[src/rtl/latch_bank_wr_ctrl_pkg.sv]
// Shared definitions for the latch bank write controller: FSM state
// encoding and a constant-evaluable clog2 used to size ports and counters.
package latch_bank_wr_ctrl_pkg;

  // Write sequence phases; every write walks IDLE->SETUP->PULSE->HOLD->DONE.
  typedef enum logic [2:0] {
    ST_IDLE  = 3'd0,
    ST_SETUP = 3'd1,
    ST_PULSE = 3'd2,
    ST_HOLD  = 3'd3,
    ST_DONE  = 3'd4
  } lbc_state_e;

  // Ceiling log2, returns 0 for values <= 1. Callers clamp to >= 1 bit.
  function automatic int lbc_clog2(input int value);
    int r;
    r = 0;
    for (int i = 0; i < 31; i++) begin
      if ((1 << i) < value) r = i + 1;
    end
    return r;
  endfunction

endpackage

[src/rtl/latch_bank_wr_ctrl_rr_arbiter.sv]
// Round-robin arbiter. The grant is purely combinational from the request
// vector and the priority pointer; the pointer register lives here and moves
// to one past the winner whenever the owner accepts the grant.
module latch_bank_wr_ctrl_rr_arbiter
  import latch_bank_wr_ctrl_pkg::*;
#(
  parameter int NREQ = 4,
  localparam int IW  = (lbc_clog2(NREQ) < 1) ? 1 : lbc_clog2(NREQ)
) (
  input  logic            clk,
  input  logic            rst_n,
  input  logic [NREQ-1:0] req,
  input  logic            advance,
  output logic [NREQ-1:0] grant,
  output logic [IW-1:0]   grant_idx,
  output logic            any_req
);

  logic [IW-1:0] ptr;
  logic [IW:0]   sum;
  logic [IW-1:0] idx;
  logic          found;

  // Scan from the pointer upwards with wrap; the first asserted request wins.
  always_comb begin
    grant     = '0;
    grant_idx = '0;
    found     = 1'b0;
    sum       = '0;
    idx       = '0;
    for (int k = 0; k < NREQ; k++) begin
      sum = {1'b0, ptr} + (IW+1)'(k);
      if (sum >= (IW+1)'(NREQ)) sum = sum - (IW+1)'(NREQ);
      idx = sum[IW-1:0];
      if (!found && req[idx]) begin
        found      = 1'b1;
        grant[idx] = 1'b1;
        grant_idx  = idx;
      end
    end
    any_req = |req;
  end

  // Pointer moves past the winner so it ranks lowest on the next round.
  always_ff @(posedge clk) begin
    if (!rst_n) begin
      ptr <= '0;
    end else if (advance) begin
      ptr <= (grant_idx == IW'(NREQ-1)) ? '0 : grant_idx + 1'b1;
    end
  end

endmodule

[src/rtl/latch_bank_wr_ctrl.sv]
// Write sequencer for a bank of level-enabled D latches. One write at a time:
// the winning requester's word is placed on lat_d, then the addressed enable
// is pulsed with fixed setup/pulse/hold margins, then ack closes the write.
//
// Handshake: a requester raises req with addr/wdata and holds all three stable
// until it sees its one-cycle ack. Arbitration happens only in IDLE; after the
// capture edge req/addr/wdata are ignored, and a write that has been captured
// always completes with an ack even if req drops.
module latch_bank_wr_ctrl
  import latch_bank_wr_ctrl_pkg::*;
#(
  parameter int NREQ      = 4,
  parameter int DW        = 8,
  parameter int AW        = 2,
  parameter int SETUP_CYC = 1,
  parameter int PULSE_CYC = 2,
  parameter int HOLD_CYC  = 1,
  localparam int IW   = (lbc_clog2(NREQ) < 1) ? 1 : lbc_clog2(NREQ),
  localparam int NENT = 1 << AW
) (
  input  logic               clk,
  input  logic               rst_n,
  input  logic [NREQ-1:0]    req,
  input  logic [NREQ*AW-1:0] addr,
  input  logic [NREQ*DW-1:0] wdata,
  output logic [NREQ-1:0]    ack,
  output logic               busy,
  output logic [IW-1:0]      grant_id,
  output logic [DW-1:0]      lat_d,
  output logic [NENT-1:0]    lat_le
);

  localparam int MAXC = (SETUP_CYC > PULSE_CYC) ?
                        ((SETUP_CYC > HOLD_CYC) ? SETUP_CYC : HOLD_CYC) :
                        ((PULSE_CYC > HOLD_CYC) ? PULSE_CYC : HOLD_CYC);
  localparam int CW   = (lbc_clog2(MAXC) < 1) ? 1 : lbc_clog2(MAXC);

  // A zero-length phase would let data and enable change on the same edge.
  if (SETUP_CYC < 1 || PULSE_CYC < 1 || HOLD_CYC < 1) begin : g_bad_timing
    $error("latch_bank_wr_ctrl: SETUP_CYC, PULSE_CYC and HOLD_CYC must all be >= 1");
  end

  lbc_state_e      state, state_d;
  logic [CW-1:0]   cnt, cnt_d;
  logic [AW-1:0]   addr_q;
  logic [NREQ-1:0] arb_grant;
  logic [IW-1:0]   arb_idx;
  logic            any_req;
  logic            take;
  logic [AW-1:0]   sel_addr;
  logic [DW-1:0]   sel_data;
  logic [NENT-1:0] le_d;
  logic [NREQ-1:0] ack_d;
  logic            busy_d;

  assign take = (state == ST_IDLE) && any_req;

  latch_bank_wr_ctrl_rr_arbiter #(.NREQ(NREQ)) u_arb (
    .clk       (clk),
    .rst_n     (rst_n),
    .req       (req),
    .advance   (take),
    .grant     (arb_grant),
    .grant_idx (arb_idx),
    .any_req   (any_req)
  );

  // One-hot AND-OR select of the winning requester's address and data.
  always_comb begin
    sel_addr = '0;
    sel_data = '0;
    for (int i = 0; i < NREQ; i++) begin
      if (arb_grant[i]) begin
        sel_addr = sel_addr | addr[i*AW +: AW];
        sel_data = sel_data | wdata[i*DW +: DW];
      end
    end
  end

  // State and phase counter registers; reset aborts any write in progress.
  always_ff @(posedge clk) begin
    if (!rst_n) begin
      state <= ST_IDLE;
      cnt   <= '0;
    end else begin
      state <= state_d;
      cnt   <= cnt_d;
    end
  end

  // Phase sequencing; each timed phase reloads its down-counter on entry.
  always_comb begin
    state_d = state;
    cnt_d   = cnt;
    unique case (state)
      ST_IDLE: begin
        if (any_req) begin
          state_d = ST_SETUP;
          cnt_d   = CW'(SETUP_CYC - 1);
        end
      end
      ST_SETUP: begin
        if (cnt == '0) begin
          state_d = ST_PULSE;
          cnt_d   = CW'(PULSE_CYC - 1);
        end else begin
          cnt_d = cnt - 1'b1;
        end
      end
      ST_PULSE: begin
        if (cnt == '0) begin
          state_d = ST_HOLD;
          cnt_d   = CW'(HOLD_CYC - 1);
        end else begin
          cnt_d = cnt - 1'b1;
        end
      end
      ST_HOLD: begin
        if (cnt == '0) begin
          state_d = ST_DONE;
          cnt_d   = '0;
        end else begin
          cnt_d = cnt - 1'b1;
        end
      end
      ST_DONE: begin
        state_d = ST_IDLE;
      end
      default: begin
        state_d = ST_IDLE;
        cnt_d   = '0;
      end
    endcase
  end

  // Outputs decoded from the next state so they can be registered glitch-free.
  always_comb begin
    le_d   = '0;
    ack_d  = '0;
    busy_d = (state_d != ST_IDLE);
    if (state_d == ST_PULSE) le_d[addr_q] = 1'b1;
    if (state_d == ST_DONE)  ack_d[grant_id] = 1'b1;
  end

  // Output and capture registers; lat_d only moves on the IDLE->SETUP edge.
  always_ff @(posedge clk) begin
    if (!rst_n) begin
      lat_le   <= '0;
      ack      <= '0;
      busy     <= 1'b0;
      lat_d    <= '0;
      addr_q   <= '0;
      grant_id <= '0;
    end else begin
      lat_le <= le_d;
      ack    <= ack_d;
      busy   <= busy_d;
      if (take) begin
        lat_d    <= sel_data;
        addr_q   <= sel_addr;
        grant_id <= arb_idx;
      end
    end
  end

endmodule

[config.mk]
export PLATFORM = sky130hd
export DESIGN_NAME = latch_bank_wr_ctrl
export DESIGN_NICKNAME = d
export VERILOG_FILES = /design/src/rtl/latch_bank_wr_ctrl_pkg.sv /design/src/rtl/latch_bank_wr_ctrl_rr_arbiter.sv /design/src/rtl/latch_bank_wr_ctrl.sv
export SDC_FILE = /design/constraint.sdc
export NUM_CORES = 1
export LEC_CHECK = 0
export CORE_UTILIZATION = 45
export DETAILED_ROUTE_END_ITERATION = 8
export GPL_TIMING_DRIVEN = 0
export PLACE_DENSITY = 0.92
export SLEW_MARGIN = 20
export SYNTH_ARGS = -nofsm -noshare
export SYNTH_HDL_FRONTEND = slang
export SYNTH_HIERARCHICAL = 1
export SYNTH_SLANG_ARGS = --single-unit
[constraint.sdc]
create_clock -name clk -period 4.7 [get_ports clk]
set_input_delay 0.47 -clock clk [delete_from_list [all_inputs] [get_ports clk]]
set_output_delay 0.47 -clock clk [all_outputs]
set_load 0.05 [all_outputs]
==> run summary, run 1 <==
The run finished with clean final reports. The via count of the first global-routing pass is 1402. The count of buffers from port buffering is 64. The buffer levels on the longest clock path is 2. For this configuration, the core starts out at a cell density of 0.488. Relative to the synthesized area, the layout overhead comes to 47.6%.

The post-route clock skew came out at 0.00753 ns. Traced cell by cell, the critical path runs through buf_6 -> inv_1 -> ha_1 -> clkbuf_1 -> mux4_2 -> or2_4 -> a2111oi_4 -> a22oi_1 -> o21ai_0 -> buf_1 -> a22oi_1 -> a31oi_1. The clock root buffer is clkbuf_4. The worst hold path begins at addr_q[1].

The area share of the leading cell type in the synthesized netlist is 0.354. The end point of the most critical hold path is lat_le[3]. The post-synthesis cell type count came out at 40.

The worst setup path is launched from a flip-flop. The buffers inserted during post-CTS setup optimization came out at 0. The CTS buffer count is 3.

The clock reaches the later pin of the worst-skew pair after around 0.33 ns. The power density of the placed cells came out at 560 nW/µm². The total detailed-routing wirelength is between 4000 and 5000 µm. After synthesis, the share of flip-flops with an asynchronous set or reset is 0.

Once layout is complete, the utilization of the core stands at 0.721. After synthesis, the cell types taking the most area are dfxtp_1, a22oi_1, a31oi_1, ha_1, mux4_1. The congestion estimate from routability-driven global placement came to 0.774.

The dominant synthesized flop cell is dfxtp_1. The number of antenna diodes in the final layout is 0. The post-layout net count came out at 284. The post-route non-filler standard cell count is 276. Setup repair after global routing left no endpoint under its margin. The total of fill cells in the finished design came out at around 240. The path class of the tightest hold or removal check is flip-flop to flip-flop.

The number of enable-type register cells in the synthesized netlist came out at 0. During I/O placement, the number of pins put on the boundary was 65. In the final layout, flip-flops and latches occupy 541 µm². The standard cell with the maximum stage delay on the critical path is dfxtp_1.

Entering global routing, the biggest net connects 18 pins. The data required time of the worst path came out at 4.96 ns. The number of sinks driven by the clock tree is 27. The most repeated library cell on the critical path is a22oi_1. The floorplan step set the die width to 60.3 µm.

The area of the mapped netlist is 1530 µm². The HPWL after detailed placement is 3170 µm. Setup violations remaining at the end of the flow were counted as 0. In this run the critical register-to-register path is captured at addr_q[0]. The summed negative setup slack over all endpoints is 0 ns.

VDD sags by at most 0.000370 V. Summed over all layers, the global routing overflow is 0. The number of antenna violations at the first check in global routing is 0.

Once detail routing completed, the nets flagged for antenna violations numbered 0. In the finished design, the share of the clock period the worst path needs comes to 0.770. For this run, the detailed router's first-pass iteration total came to 5.

The net count after synthesis is 215. The area of the multi-input gates came out at between 900 and 1000 µm². TritonCTS built the clock tree. Clock-pin slew was measured on the worst setup and hold paths at ~0.16 ns. The top cell types in the final layout, fill and taps aside, are clkdlybuf4s50_1, a22oi_1, dfxtp_1, a31oi_1.

The worst register-to-register path has a setup slack of about 1.1 ns. The minimum clock period after layout is around 3.6 ns. The data arrival time of the worst path is between 3 and 4 ns. The aggregate global-route resource usage is 0.227.

In this run the core area contains 20 standard-cell rows. The part of the Yosys area used for sequential elements is 0.354. In this run, synthesis produced a sequential element count of 27. The number of max-slew violations in the final report is 0. The transition time at the pin with the least slew margin is about 0.53 ns.

Grouping stages by cell kind, the critical path spends the most delay in compound AO/OA/AOI/OAI gates. The largest driver fanout on the critical path is 10. Including well taps, the total number of placed cells is 272. The detailed router finished its first iteration with 67 violations. The cell count of the worst reg-to-reg path came out at 12. The max-cap violation count came out at 0. The wire length of the first global-routing pass is 6240 µm. The critical path buffer and inverter count came out at 4. The commonest non-fill, non-tap cell in the layout is clkdlybuf4s50_1. The peak per-stage delay on the critical path is 0.46 ns. The average cell area after synthesis is just over 9 µm². In the routed design, unresolved DRC markers number 0. The instance count of the mapped netlist is 164. Headroom to the max-slew limit came out at 0.647. The routed wire length per instance is 14.9 µm. Dividing the detail-routed via count by the number of cells gives 5.61. The fraction of final layout cells sized beyond drive strength 1 came out at 0.0603.

The number of hold buffers added after CTS is 0. Derived from the worst setup path, the maximum achievable clock frequency is 276 MHz. Summed over all cells, the static leakage comes to 0.822 nW. The yosys synthesis warning count is 6.

CTS built an H-tree with a depth of 1. Across all layers, the routed design uses between 1500 and 2000 vias. The largest area contributor in the netlist is dfxtp_1. The vertical die dimension came out at 60.3 µm.

The area of the core is 3130 µm². The element type at the critical path end is a flip-flop. The startpoint-to-endpoint class of the critical path is flip-flop to flip-flop. The count of instances resized after the clock tree is built came out at 0. The number of cells on the worst hold path is 2. The floorplan die area is 3630 µm².

The final hold violation count is 0.
report_power, final:
| part | switching (mW) | internal (mW) |
|---|---|---|
| Sequential | 0.0555 | 0.291 |
| Clock | 0.0723 | 0.0347 |
| Combinational | 0.480 | 0.328 |
Yosys cell counts (2+ instances only):
library cell   n
o21ai_1        9
nor3_1         2
buf_1          4
inv_1          6
a22oi_1       29
nor2b_1        6
a31oi_1       10
mux4_1         2
and2b_1        2
nor3b_1        4
clkbuf_1       2
dfxtp_1       27
buf_2          2
mux2i_1        4
ha_1           5
buf_6          2
nor4b_1        2
nand2_1        4
nor2_1         9
nand2b_1       2
nand3_1        4
o21ai_0        9
cell families after synthesis:
family	synth area share
compound gates	0.310
simple gates	0.159
flops	0.354
buf+inv	0.0557
mux	0.0753
fa+ha+maj	0.0410
xor+xnor	0.00573
cell type report:
| cell class | count | share of cell area |
|---|---|---|
| Clock inverter | 1 | 0.00388 |
| Multi-Input combinational cell | 120 | 0.400 |
| Inverter | 6 | 0.00999 |
| Sequential cell | 27 | 0.240 |
| Timing Repair Buffer | 64 | 0.284 |
| Tap cell | 44 | 0.0244 |
| Clock buffer | 3 | 0.00999 |
| Buffer | 11 | 0.0277 |
how the worst max path moves through the flow:
stage,startpoint,endpoint,slack [ns],depth (start not counted)
global route,flip-flop,addr_q[1],0.84,12
global placement,flip-flop,lat_d[1],1.23,12
CTS,flip-flop,lat_d[1],1.10,12
detailed placement,flip-flop,lat_d[1],1.14,12
finish,flip-flop,addr_q[0],1.08,12
floorplan,flip-flop,addr_q[0],1.72,12
state kept, by name, indices dropped and copies added (netlist names), named ones only:
signal     flops
u_arb/ptr      1
ack            4
state          3
cnt            1
busy           1
grant_id       2
lat_le         4
lat_d          8
addr_q         2
metrics by stage:
stage	hold WS (ns)	power (mW)	setup WS [ns]	instance area, µm²
final	0.502	1.26	1.08	2250
after global routing	0.509	1.34	0.841	2250
after CTS	0.498	1.26	1.10	2250
after detailed placement	0.490	1.16	1.14	2220
after global placement	0.479	1.13	1.23	2220
after floorplan	0.456	0.928	1.72	1530
routing by layer:
metal | wire, µm | track usage | up-vias
met2 | 2100 | 0.399 | 41
met5 | 0 | 0 | -
met4 | 44 | 0.0698 | 0
li1 | - | - | 770
met1 | 1760 | 0.288 | 734
met3 | 189 | 0.0238 | 4
worst reg2reg max path, stage by stage (launching register included):
cell and delay (ns):
dfxtp_1 0.46, buf_6 0.17, inv_1 0.12, ha_1 0.30
clkbuf_1 0.29, mux4_2 0.45, or2_4 0.29, a2111oi_4 0.43
a22oi_1 0.12, o21ai_0 0.11, buf_1 0.42, a22oi_1 0.20
a31oi_1 0.21
No activity file was read; power rests on OpenSTA's default activity.
==> run 2, diff against run 1 <==
--- a/config.mk
+++ b/config.mk
@@ -5,10 +5,10 @@
 export SDC_FILE = /design/constraint.sdc
 export NUM_CORES = 1
 export LEC_CHECK = 0
-export CORE_UTILIZATION = 45
+export CORE_UTILIZATION = 38
 export DETAILED_ROUTE_END_ITERATION = 8
 export GPL_TIMING_DRIVEN = 0
-export PLACE_DENSITY = 0.92
+export PLACE_DENSITY = 0.84
 export SLEW_MARGIN = 20
 export SYNTH_ARGS = -nofsm -noshare
 export SYNTH_HDL_FRONTEND = slang
==> constraint.sdc (replaced) <==
create_clock -name clk -period 3.2 [get_ports clk]
set_input_delay 0.32 -clock clk [delete_from_list [all_inputs] [get_ports clk]]
set_output_delay 0.32 -clock clk [all_outputs]
set_load 0.05 [all_outputs]
==> run summary, run 2 (synthesis results as in run 1) <==
At the pin with the least slew margin, the transition time is 0.526 ns. Setup repair after global routing left no endpoint under its margin. The post-layout net count came out at roughly 290. After clock tree synthesis, the clock-pin slew on the worst setup and hold paths is 0.10 ns. The fraction of final layout cells sized beyond drive strength 1 came out at 0.0901. Clock latency on the worst-skew pair, taken at its later pin, is about 0.27 ns. The worst-case register-to-register setup slack is roughly 0.26 ns.

The wire length of the first global-routing pass is 6670 µm. The total of fill cells in the finished design is 330. The flip-flop count of the largest register after layout came out at 8. The data arrival time of the worst path is 3.13 ns.

The number of inserted diodes came out at 0. The buffer levels on the longest clock path is 2. The count of buffers from port buffering is between 60 and 70.

The remaining global-route overflow came out at 0. The floorplan die area came out at around 4300 µm². The path class of the tightest hold or removal check is flip-flop to flip-flop. The routed design has 4180 µm of wire. Static timing analysis puts the maximum clock frequency at approximately 340 MHz. The number of levels in the clock H-tree came out at 1. The data required time of the worst path came out at 3.39 ns. The floorplan has 22 rows. The startpoint identified for the worst hold timing path is addr_q[1].

The utilization after layout is 0.610. The cell count of the worst reg-to-reg path came out at 11. The largest driver fanout on the critical path came out at 10. The area of the core came out at 3770 µm².

Setup violations remaining at the end of the flow were counted as 0. lat_d holds more flip-flops than any other register. The number of antenna violations at the first check in global routing is 0. Leaving out fill and tap cells, the most frequent cell in the layout is clkdlybuf4s50_1. The number of design rule violations left after detail routing is 0. Dividing total power by cell area gives a power density of 839 nW/µm². The number of routed nets with antenna violations came out at 0. The vias per cell is between 5 and 6. The endpoint identified for the worst register-to-register timing path is lat_d[4]. In this run, CTS created clock tree buffers numbering 3.

In the final layout, the multi-input gates occupy 905 µm². The summed negative setup slack over all endpoints is 0 ns. The launching element type of the critical path is a flip-flop. On the final layout, the worst clock skew is 0.00367 ns. The TritonCTS clock tree is built.

In the layout the commonest cells are clkdlybuf4s50_1, a22oi_1, dfxtp_1, a31oi_1. The largest registers in the layout are lat_d (8), ack (4), lat_le (4). In this run, post-CTS hold repair placed 0 buffers. The wire-length estimate of the detail-placed layout is ~3100 µm. The critical path ends at lat_d[4].

The routability-driven placement congestion ratio is between 0.8 and 0.9. The final hold violation count is 0. In the final routed layout, each cell accounts on average for between 10 and 15 µm. The number of DRC violations after detailed-routing iteration 0 came out at 81. The aggregate global-route resource usage came out at 0.196. The area growth from synthesis to layout is 50.7%. STA classifies the critical path endpoint as a flip-flop. The relative slew slack is 0.648. For the finished layout, the period the worst path requires is 2.94 ns. The initial utilization of the core area, before any placement, comes to 0.405.

The final cycle utilization of the critical path is 0.918. The critical path in this run is classified as flip-flop to flip-flop. Summing all flip-flop and latch instances after layout gives ~540 µm². Clock tree synthesis selected as its root buffer the cell clkbuf_8. The flow ran to the end, and the final reports show no timing, DRC or antenna violations. The die is 65.4 µm tall. Entering global routing, the biggest net connects 18 pins. The max-cap violation count came out at 0.

The number of detailed-route iterations in the first pass is 4. The largest vdd supply drop came out at 0.000407 V. The final hold slack is about 0.49 ns.

The number of top-level pins came out at 65. The via count of the first global-routing pass is 1483. The number of max-slew violations in the final report is 0.

The leakage power summed over all cells came out at ~0.85 nW. The clock drives 27 sinks. The x dimension of the die is about 65 µm. The via count is between 1500 and 2000.
run 2: metal layers:
metal	up-vias	routed length [µm]	global-route usage
met4	0	27	0.0408
met1	747	1830	0.241
met3	4	174	0.0260
li1	769	-	-
met5	-	0	0
met2	40	2150	0.360
run 2: layout make-up:
| type | instances | area share |
|---|---|---|
| multi-input combinational | 120 | 0.393 |
| tap | 48 | 0.0261 |
| buffer | 10 | 0.0299 |
| sequential | 27 | 0.235 |
| timing repair buffer | 66 | 0.285 |
| clock inverter | 1 | 0.00380 |
| inverter | 6 | 0.00978 |
| clock buffer | 3 | 0.0179 |
run 2: worst min path at each step:
stage                end  cells after the start
5_1_grt        lat_le[3]                      2
3_3_place_gp   lat_le[3]                      2
2_1_floorplan  lat_le[3]                      2
6_report       lat_le[3]                      2
4_1_cts        lat_le[3]                      2
3_5_place_dp   lat_le[3]                      2
run 2: through the flow:
| step | area, µm² | instances | setup WS [ns] | power, mW |
|---|---|---|---|---|
| floorplan | 1530 | 164 | 0.216 | 1.36 |
| global route | 2300 | 281 | 0.0404 | 2.07 |
| finish | 2300 | 281 | 0.262 | 1.93 |
| CTS | 2280 | 279 | 0.000896 | 1.91 |
| detailed placement | 2230 | 276 | -0.331 | 1.70 |
| global placement | 2230 | 276 | -0.273 | 1.67 |
run 2: repair_timing:
item,4_1_cts,5_1_grt
pin swaps,0,1
setup endpoints to repair,10,10
buffers inserted,0,2
resized for setup,4,3
run 2: critical path, cell delays in order (launching register included):
cell and delay [ns]:
dfxtp_1 0.43, buf_6 0.17, inv_1 0.12, ha_2 0.43, mux4_2 0.34, or2_4 0.28, a2111oi_4 0.33, a22oi_1 0.13
o21ai_0 0.10, buf_2 0.24, a22oi_1 0.09, a31oi_1 0.19
run 2: report_power, final:
group          internal [mW]  switching [mW]  leakage (nW)
clock network         0.0912           0.108        0.0261
logic                  0.515           0.706         0.604
registers              0.428          0.0832         0.222
total                   1.04           0.897         0.853
